<file path="src/rtl/register_readback_pkg.sv">
// Shared definitions for the register read-back responder: default widths,
// the FSM state encoding and the value returned for unmapped reads.
package register_readback_pkg;

  localparam int          ADRSIZE_DEF = 8;
  localparam int          REGSIZE_DEF = 32;
  localparam logic [31:0] ERRDATA_DEF = 32'hDEADBEEF;

  // Read pipeline states; the encoding is also exported on dbg_state.
  typedef enum logic [1:0] {
    IDLE  = 2'd0,
    MATCH = 2'd1,
    MUX   = 2'd2,
    RESP  = 2'd3
  } state_e;

endpackage

</file>
<file path="src/rtl/register_readback_addr_match.sv">
// Registered one-hot address comparator: compares the captured read address
// against every slice of the address map and holds the hit vector for the
// following pipeline stage.
module readback_addr_match #(
  parameter int                         ADRSIZE = 8,
  parameter int                         NREGS   = 16,
  parameter logic [NREGS*ADRSIZE-1:0]   REGMAP  = '0
) (
  input  logic               clock,
  input  logic               reset,
  input  logic               i_en,
  input  logic [ADRSIZE-1:0] i_adr,
  output logic [NREGS-1:0]   o_hit
);

  logic [NREGS-1:0] w_hit;
  logic [NREGS-1:0] r_hit;

  // One comparator per map entry; duplicates may set several bits.
  always_comb begin
    w_hit = '0;
    for (int i = 0; i < NREGS; i++) begin
      w_hit[i] = (i_adr == REGMAP[i*ADRSIZE +: ADRSIZE]);
    end
  end

  // Capture the hit vector only in the match stage so it stays stable after.
  always_ff @(posedge clock) begin
    if (reset) begin
      r_hit <= '0;
    end else if (i_en) begin
      r_hit <= w_hit;
    end
  end

  assign o_hit = r_hit;

endmodule

</file>
<file path="src/rtl/register_readback.sv">
// Read-side responder for the register bank.
//
// Handshake: a read is requested by holding rd=1 (with adr) for a rising edge
// while rd_busy=0; the request is then accepted and exactly one rd_valid pulse
// follows four edges later carrying data_rd and rd_err. rd=1 while rd_busy=1
// is discarded (no queueing) and counted in the saturating drop_count.
// adr is ignored whenever rd=0. rd_err is only ever high together with
// rd_valid; data_rd keeps its last response value between pulses.
module register_readback
  import register_readback_pkg::*;
#(
  parameter int                          ADRSIZE = ADRSIZE_DEF,
  parameter int                          REGSIZE = REGSIZE_DEF,
  parameter int                          NREGS   = 16,
  parameter logic [NREGS*ADRSIZE-1:0]    REGMAP  = '0,
  parameter logic [REGSIZE-1:0]          ERRDATA = REGSIZE'(ERRDATA_DEF)
) (
  input  logic                      clock,
  input  logic                      reset,
  input  logic                      rd,
  input  logic [ADRSIZE-1:0]        adr,
  input  logic [NREGS*REGSIZE-1:0]  regs_flat,
  output logic [REGSIZE-1:0]        data_rd,
  output logic                      rd_valid,
  output logic                      rd_err,
  output logic                      rd_busy,
  output logic [7:0]                drop_count,
  output logic [1:0]                dbg_state
);

  state_e               r_state;
  logic [ADRSIZE-1:0]   r_adr_q;
  logic [REGSIZE-1:0]   r_data_q;
  logic                 r_err_q;
  logic [REGSIZE-1:0]   r_data_rd;
  logic                 r_rd_valid;
  logic                 r_rd_err;
  logic [7:0]           r_drop_count;

  logic [NREGS-1:0]     w_hit;
  logic                 w_any;
  logic [REGSIZE-1:0]   w_sel_data;

  readback_addr_match #(
    .ADRSIZE (ADRSIZE),
    .NREGS   (NREGS),
    .REGMAP  (REGMAP)
  ) u_match (
    .clock (clock),
    .reset (reset),
    .i_en  (r_state == MATCH),
    .i_adr (r_adr_q),
    .o_hit (w_hit)
  );

  // Priority select: scanning downward lets the lowest set hit bit win.
  always_comb begin
    w_any      = 1'b0;
    w_sel_data = '0;
    for (int i = NREGS - 1; i >= 0; i--) begin
      if (w_hit[i]) begin
        w_any      = 1'b1;
        w_sel_data = regs_flat[i*REGSIZE +: REGSIZE];
      end
    end
  end

  // Read FSM with registered response outputs and the drop counter.
  always_ff @(posedge clock) begin
    if (reset) begin
      r_state      <= IDLE;
      r_adr_q      <= '0;
      r_data_q     <= '0;
      r_err_q      <= 1'b0;
      r_data_rd    <= '0;
      r_rd_valid   <= 1'b0;
      r_rd_err     <= 1'b0;
      r_drop_count <= 8'd0;
    end else begin
      r_rd_valid <= 1'b0;
      r_rd_err   <= 1'b0;

      if (rd && (r_state != IDLE) && (r_drop_count != 8'hFF)) begin
        r_drop_count <= r_drop_count + 8'd1;
      end

      case (r_state)
        IDLE: begin
          if (rd) begin
            r_adr_q <= adr;
            r_state <= MATCH;
          end
        end
        MATCH: begin
          r_state <= MUX;
        end
        MUX: begin
          // regs_flat is sampled here; later writes do not alter the response.
          if (w_any) begin
            r_data_q <= w_sel_data;
            r_err_q  <= 1'b0;
          end else begin
            r_data_q <= ERRDATA;
            r_err_q  <= 1'b1;
          end
          r_state <= RESP;
        end
        RESP: begin
          r_rd_valid <= 1'b1;
          r_rd_err   <= r_err_q;
          r_data_rd  <= r_data_q;
          r_state    <= IDLE;
        end
        default: r_state <= IDLE;
      endcase
    end
  end

  assign data_rd    = r_data_rd;
  assign rd_valid   = r_rd_valid;
  assign rd_err     = r_rd_err;
  assign rd_busy    = (r_state != IDLE);
  assign drop_count = r_drop_count;
  assign dbg_state  = r_state;

endmodule

</file>
<file path="config.mk">
export PLATFORM = sky130hd
export DESIGN_NAME = register_readback
export DESIGN_NICKNAME = d
export VERILOG_FILES = /design/src/rtl/register_readback_pkg.sv /design/src/rtl/register_readback_addr_match.sv /design/src/rtl/register_readback.sv
export SDC_FILE = /design/constraint.sdc
export NUM_CORES = 1
export LEC_CHECK = 0
export BUFFER_PORTS_ARGS = -buffer_cell sky130_fd_sc_hd__buf_2
export CORE_AREA = 2 2 224 226
export DETAILED_ROUTE_END_ITERATION = 6
export DIE_AREA = 0 0 226 228
export PLACE_DENSITY_LB_ADDON = 0.12
export SLEW_MARGIN = 25
export SYNTH_ARGS = -nofsm -noshare
export SYNTH_HDL_FRONTEND = slang
export SYNTH_HIERARCHICAL = 1
export SYNTH_SLANG_ARGS = --single-unit
export TNS_END_PERCENT = 5
</file>
<file path="constraint.sdc">
create_clock -name clock -period 6.7 [get_ports clock]
set_input_delay 0.67 -clock clock [delete_from_list [all_inputs] [get_ports clock]]
set_output_delay 0.67 -clock clock [all_outputs]
set_load 0.05 [all_outputs]
</file>
==> impl_metrics.json, run 1 <==
{
  "status": "finished clean",
  "synth_cell_types": 63,
  "synth_top_flop_cell": "dfxtp_1",
  "netlist_instances": 1005,
  "p_int_uw": 1990,
  "setup_slack_ns": 3.17,
  "synth_edf_count": 0,
  "netlist_area_um2": 7530,
  "layout.cells.non_filler": 2161,
  "leakagePower_uw": 0.00462,
  "hold_viol": 0,
  "critPathLaunchType": "flop",
  "r2r_end": "r_data_q[13]",
  "critPathRequiredTime_ns": 6.99,
  "timing.setup.tns_ns": 0,
  "start_util": 0.153,
  "fin_crit_ns": 3.53,
  "holdBufCountCts": 0,
  "critPathKind": "flop to flop",
  "grt_max_degree": 108,
  "design.die.area_um2": 51500,
  "vias_per_cell": 4.80,
  "gp_congestion": 0.856,
  "min_path_cells": 2,
  "clockRootBuffer": "clkbuf_16",
  "cts_buffers": 9,
  "track_usage": 0.201,
  "fmax_mhz": 284,
  "cts.clk_slew.worst_paths_ns": 0.08,
  "synth_top_cell_area_share": 0.229,
  "irDropWorstVdd_mv": 0.137,
  "async_flop_share": 0,
  "final_max_slew_viol_count": 0,
  "power.density_nw_per_um2": 392,
  "areaGrowthSynthToFinish_pct": 47.8,
  "drt_pass1_iterations": 5,
  "core_area_um2": 49300,
  "hold_path_class": "flop to flop",
  "avgSynthCellArea_um2": 7.49,
  "htree_num_levels": 3,
  "clk-insertion-delay-late_ns": 0.36,
  "max_stage_delay_ns": 0.76,
  "overflow": 0,
  "antenna_left": 0,
  "ys_warn_count": 6,
  "final_nets": 2005,
  "fp-row-count": 82,
  "worst-endpoint-arrival_ns": 3.81,
  "min_to": "r_adr_q[7]",
  "ys_seq_elements": 86,
  "hpwl_mm": 44.8,
  "met2_length_mm": 24.8,
  "rr_worst_depth": 7,
  "num_vias": 10400,
  "drc": 0,
  "drt-total-wl_mm": 53.8,
  "path_buf_inv": 2,
  "cp_max_fo": 107,
  "top_layer": "met5",
  "antenna_found_initial": 15,
  "cp_common_cell": "buf_4",
  "fp.dieH_um": 228,
  "cp_top_family": "buffers and inverters",
  "cts_sinks": 86,
  "synth-seq-area-share": 0.229,
  "post_cts_resized": 0,
  "first_iter_violations": 605,
  "final_common_cell": "buf_2",
  "post_cts_buffers": 0,
  "grt_pass1_wl_mm": 75.0,
  "clk_path_buf_depth": 2,
  "netSwitchingPower_uw": 2370,
  "dieWidth_um": 226,
  "synth_top_area_cell": "dfxtp_1",
  "timing.rr.start": "u_match/o_hit[0]",
  "p_sw_frac": 0.543,
  "rsz0062_at_grt": "false",
  "synth_top_cells_by_area": "dfxtp_1, a221oi_1, o221ai_1, nor2_1, mux2i_1",
  "p_seq_frac": 0.167,
  "whs_ns": 0.461,
  "finClkSkew_ns": 0.0154,
  "crit_chain": "buf_4 > buf_4 > nand3b_1 > a221o_1 > a211oi_1 > o221ai_1 > o211ai_1",
  "cts_tree": "built",
  "slew_headroom": 0.352,
  "hp-start": "r_adr_q[7]",
  "endpoint_kind": "flop",
  "io_pins": 568,
  "worst_pin_slew_ns": 0.968,
  "rrSetupSlack_ns": 3.17,
  "pre_cts_slack_ns": 3.26,
  "finalCritPeriodShare": 0.526,
  "finalSetupViolCount": 0,
  "grt_pass1_vias": 10300,
  "dp_cells": 2138,
  "met1Wirelength_mm": 25.4,
  "slowest_stage": "buf_4",
  "power_frac_comb": 0.703,
  "wl_met3_mm": 3.03,
  "clkPwrFrac": 0.130,
  "final_layout_size_suffix_gt1_frac": 0.418,
  "portBuffers": 567,
  "cap_violations": 0,
  "route.detailed.wl_per_inst_um": 24.9,
  "syn_nets": 1533,
  "final_cell_mix": "buf_2, nor2_1, dfxtp_1, a21oi_1"
}
## final cells by class
class	count	area, µm²
diodes	7	17.5
clock buffers	9	225
clock inverters	7	87.6
fillers	5641	38200
inverters	28	105
multi-input cells	770	5170
flip-flops and latches	86	1730
well taps	672	841
repair buffers	582	2950
## cells by family (layout without fill, tap and decap cells)
logic type | after synthesis | count (layout) | synth area share
AOI/OAI and AO/OA | 438 | 438 | 0.438
and+or+nand+nor | 283 | 283 | 0.182
buffers and inverters | 149 | 626 | 0.0857
DFF | 86 | 86 | 0.229
muxes | 38 | 38 | 0.0505
xor gates and xnor gates | 6 | 6 | 0.00698
adders and majority gates | 5 | 5 | 0.00831
other | 0 | 7 | 0
## synth_stat cells, types with 11 or more instances
cell type and number:
nor2_1 111, clkbuf_1 87, dfxtp_1 86, a21oi_1 73, a221oi_1 60, o221ai_1 60
nand2_1 52, o21ai_0 46, mux2i_1 38, o22ai_1 35, inv_1 23, nor2b_1 22
a22oi_1 19, a211oi_1 17, buf_4 15, nand3_1 15, a221o_1 14, a22o_1 14
o211ai_1 14, nor3_1 13, o2111ai_1 13, and2_1 12, nand3b_1 12, nor4_1 11
o32a_1 11
## power by group through the flow
stage	Sequential [µW]	Clock [µW]	Combinational (µW)
6_report	729	568	3070
5_1_grt	741	607	3370
4_1_cts	726	588	3090
3_5_place_dp	738	0	3080
3_3_place_gp	738	0	3080
2_1_floorplan	730	0	1950
## state kept, by name, indices dropped and copies added, names as in the netlist
name and count:
rd_err 1, dbg_state 2, u_match/o_hit 1, r_data_q 32
r_err_q 1, drop_count 8, data_rd 32, r_adr_q 8
rd_valid 1
## per-layer routing
metal,track usage,up-vias
met4,0.0362,4
met1,0.281,5018
li1,-,4936
met2,0.327,379
met5,0,-
met3,0.0330,31
## worst max path at each step
stage | startpoint | end | slack, ns | cells past startpoint
CTS | u_match/o_hit[0] | r_data_q[15] | 3.24 | 7
finish | u_match/o_hit[0] | r_data_q[13] | 3.17 | 7
global placement | u_match/o_hit[0] | r_data_q[14] | 3.14 | 6
global route | u_match/o_hit[0] | r_data_q[15] | 2.87 | 7
detailed placement | u_match/o_hit[0] | r_data_q[3] | 3.26 | 6
floorplan | dbg_state[1] | r_data_q[11] | 4.45 | 7
## through the flow
stage	util	area (µm²)	total power, µW
3_3_place_gp	0.219	10800	3820
4_1_cts	0.225	11100	4410
6_report	0.226	11100	4360
2_1_floorplan	-	7530	2680
3_5_place_dp	0.219	10800	3820
5_1_grt	0.225	11100	4710
## tightest hold or removal path, stage by stage (launching register included)
cell     delay [ns]
dfxtp_1        0.31
nand2_1        0.05
a21oi_1        0.05
No activity file was read; power rests on OpenSTA's default activity.
==> run 2, diff against run 1 <==
CORE_AREA = 2 2 219 221   (was 2 2 224 226)
DIE_AREA = 0 0 221 223   (was 0 0 226 228)
clock period = 3.15 ns   (was 6.7 ns; I/O delays follow)
==> run 2 against run 1 <==
Sequential share of layout area shrank 0.24 points. Combinational power grew 120%. Utilization grew 1.4 points. Count of clock-buffer cells in the layout grew 1. Final cell count shrank 0.93%. Via count grew 0.27%. First-iteration DRC count grew 32%. Clock power grew 88%. Die area shrank 4.4%. Setup slack lost 2.8 ns. Cell area grew 1.5%. Critical endpoint is now r_data_q[14].
==> impl_metrics.json, run 2 (synthesis results as in run 1) <==
{
  "status": "finished clean",
  "hp-start": "adr[1]",
  "start_util": 0.160,
  "cts_sinks": 86,
  "critPathKind": "flop to flop",
  "worst_pin_slew_ns": 0.985,
  "first_iter_violations": 798,
  "fp-row-count": 80,
  "cts_buffers": 9,
  "holdBufCountCts": 0,
  "finalCritPeriodShare": 0.893,
  "leakagePower_uw": 0.00474,
  "final_cell_mix": "buf_2, nor2_1, dfxtp_1, a21oi_1",
  "final_max_slew_viol_count": 0,
  "rr_worst_depth": 7,
  "endpoint_kind": "flop",
  "hold_path_class": "input pin to flop",
  "post_cts_resized": 0,
  "fillers": 5312,
  "clockRootBuffer": "clkbuf_16",
  "wl_met3_mm": 3.55,
  "areaGrowthSynthToFinish_pct": 50.1,
  "clk_path_buf_depth": 2,
  "grt_pass1_vias": 10300,
  "antenna_left": 0,
  "worst-endpoint-arrival_ns": 3.03,
  "cts.clk_slew.worst_paths_ns": 0.07,
  "grt_pass1_wl_mm": 73.5,
  "irDropWorstVdd_mv": 0.455,
  "drt_pass1_iterations": 7,
  "min_path_cells": 3,
  "dieWidth_um": 221,
  "top_layer": "met5",
  "final_layout_size_suffix_gt1_frac": 0.426,
  "design.die.area_um2": 49300,
  "num_vias": 10400,
  "fin_crit_ns": 2.81,
  "portBuffers": 567,
  "fp.dieH_um": 223,
  "grt_max_degree": 67,
  "gp_congestion": 0.901,
  "met2_length_mm": 24.1,
  "drt-total-wl_mm": 52.9,
  "core_area_um2": 47100,
  "fmax_mhz": 355,
  "cap_violations": 0,
  "final_common_cell": "buf_2",
  "finClkSkew_ns": 0.00840,
  "slew_headroom": 0.342,
  "rrSetupSlack_ns": 0.34,
  "vias_per_cell": 4.86,
  "min_to": "r_adr_q[1]",
  "seq_area_um2": 1730,
  "cp_max_fo": 66,
  "rsz0062_at_grt": "false",
  "multiInputGateArea_um2": 5170,
  "critPathLaunchType": "flop",
  "design_area_um2": 11300,
  "antenna_found_initial": 26,
  "hpwl_mm": 45.0,
  "cts_tree": "built",
  "r2r_end": "r_data_q[14]",
  "clk-insertion-delay-late_ns": 0.36,
  "overflow": 0,
  "htree_num_levels": 3,
  "met1Wirelength_mm": 23.9,
  "final_nets": 2031,
  "crit_start": "u_match/o_hit[0]",
  "critPathRequiredTime_ns": 3.37,
  "route.detailed.wl_per_inst_um": 24.7,
  "hold_viol": 0,
  "io_pins": 568,
  "finalSetupViolCount": 0,
  "track_usage": 0.204,
  "timing.rr.start": "u_match/o_hit[0]",
  "place_area_um2": 11000,
  "post_cts_buffers": 0,
  "timing.setup.tns_ns": 0,
  "drc": 0,
  "power.density_nw_per_um2": 827
}
-- run 2: cell types whose count changed in the layout (fill, tap and decap cells not counted), moves of 2 or more --
cell	previous run	this run
buf_4	16	37
clkinvlp_4	0	2
inv_8	2	0
diode_2	7	18
buf_12	0	5
-- run 2: worst max-delay path, stage by stage (launching register included) --
cell,delay [ns]
dfxtp_4,0.75
buf_4,0.59
clkinv_1,0.17
buf_4,0.20
o22ai_1,0.20
nor3_1,0.07
a21oi_1,0.51
o22ai_1,0.16
-- run 2: worst max-delay path by stage --
stage                               to  slack (ns)  cells after the start
after floorplan           r_data_q[11]        0.90                      7
after global placement     r_data_q[3]        0.41                      6
after detailed placement   r_data_q[3]        0.34                      6
after CTS                  r_data_q[3]        0.32                      6
after global routing       r_data_q[3]        0.14                      6
final                     r_data_q[14]        0.34                      7
-- run 2: layout make-up --
class                      count  share of cell area
tap                          615              0.0681
clock buffer                  10              0.0203
clock inverter                 6             0.00410
timing repair buffer         608               0.284
antenna                       18             0.00399
sequential                    86               0.153
multi-input combinational    770               0.457
inverter                      28             0.00930
-- run 2: per-layer routing --
metal  global-route usage  vias to the layer above
li1                     -                     4996
met1                0.274                     4877
met2                0.324                      450
met3               0.0450                       63
met4               0.0669                       10
met5                    0                        -
-- run 2: where the power goes --
group | internal [µW] | switching [µW]
registers | 1300 | 271
clock network | 542 | 525
logic | 2540 | 4170
-- run 2: through the flow --
stage                util  hold WS [ns]  cells  power [µW]  worst slack [ns]
detailed placement  0.233         0.450   2107        8350             0.338
global route        0.239         0.209   2134       10100             0.144
floorplan               -         0.431   1005        5700             0.898
CTS                 0.239         0.198   2123        9480             0.319
global placement    0.233         0.446   2107        8330             0.411
finish              0.240         0.210   2141        9350             0.337
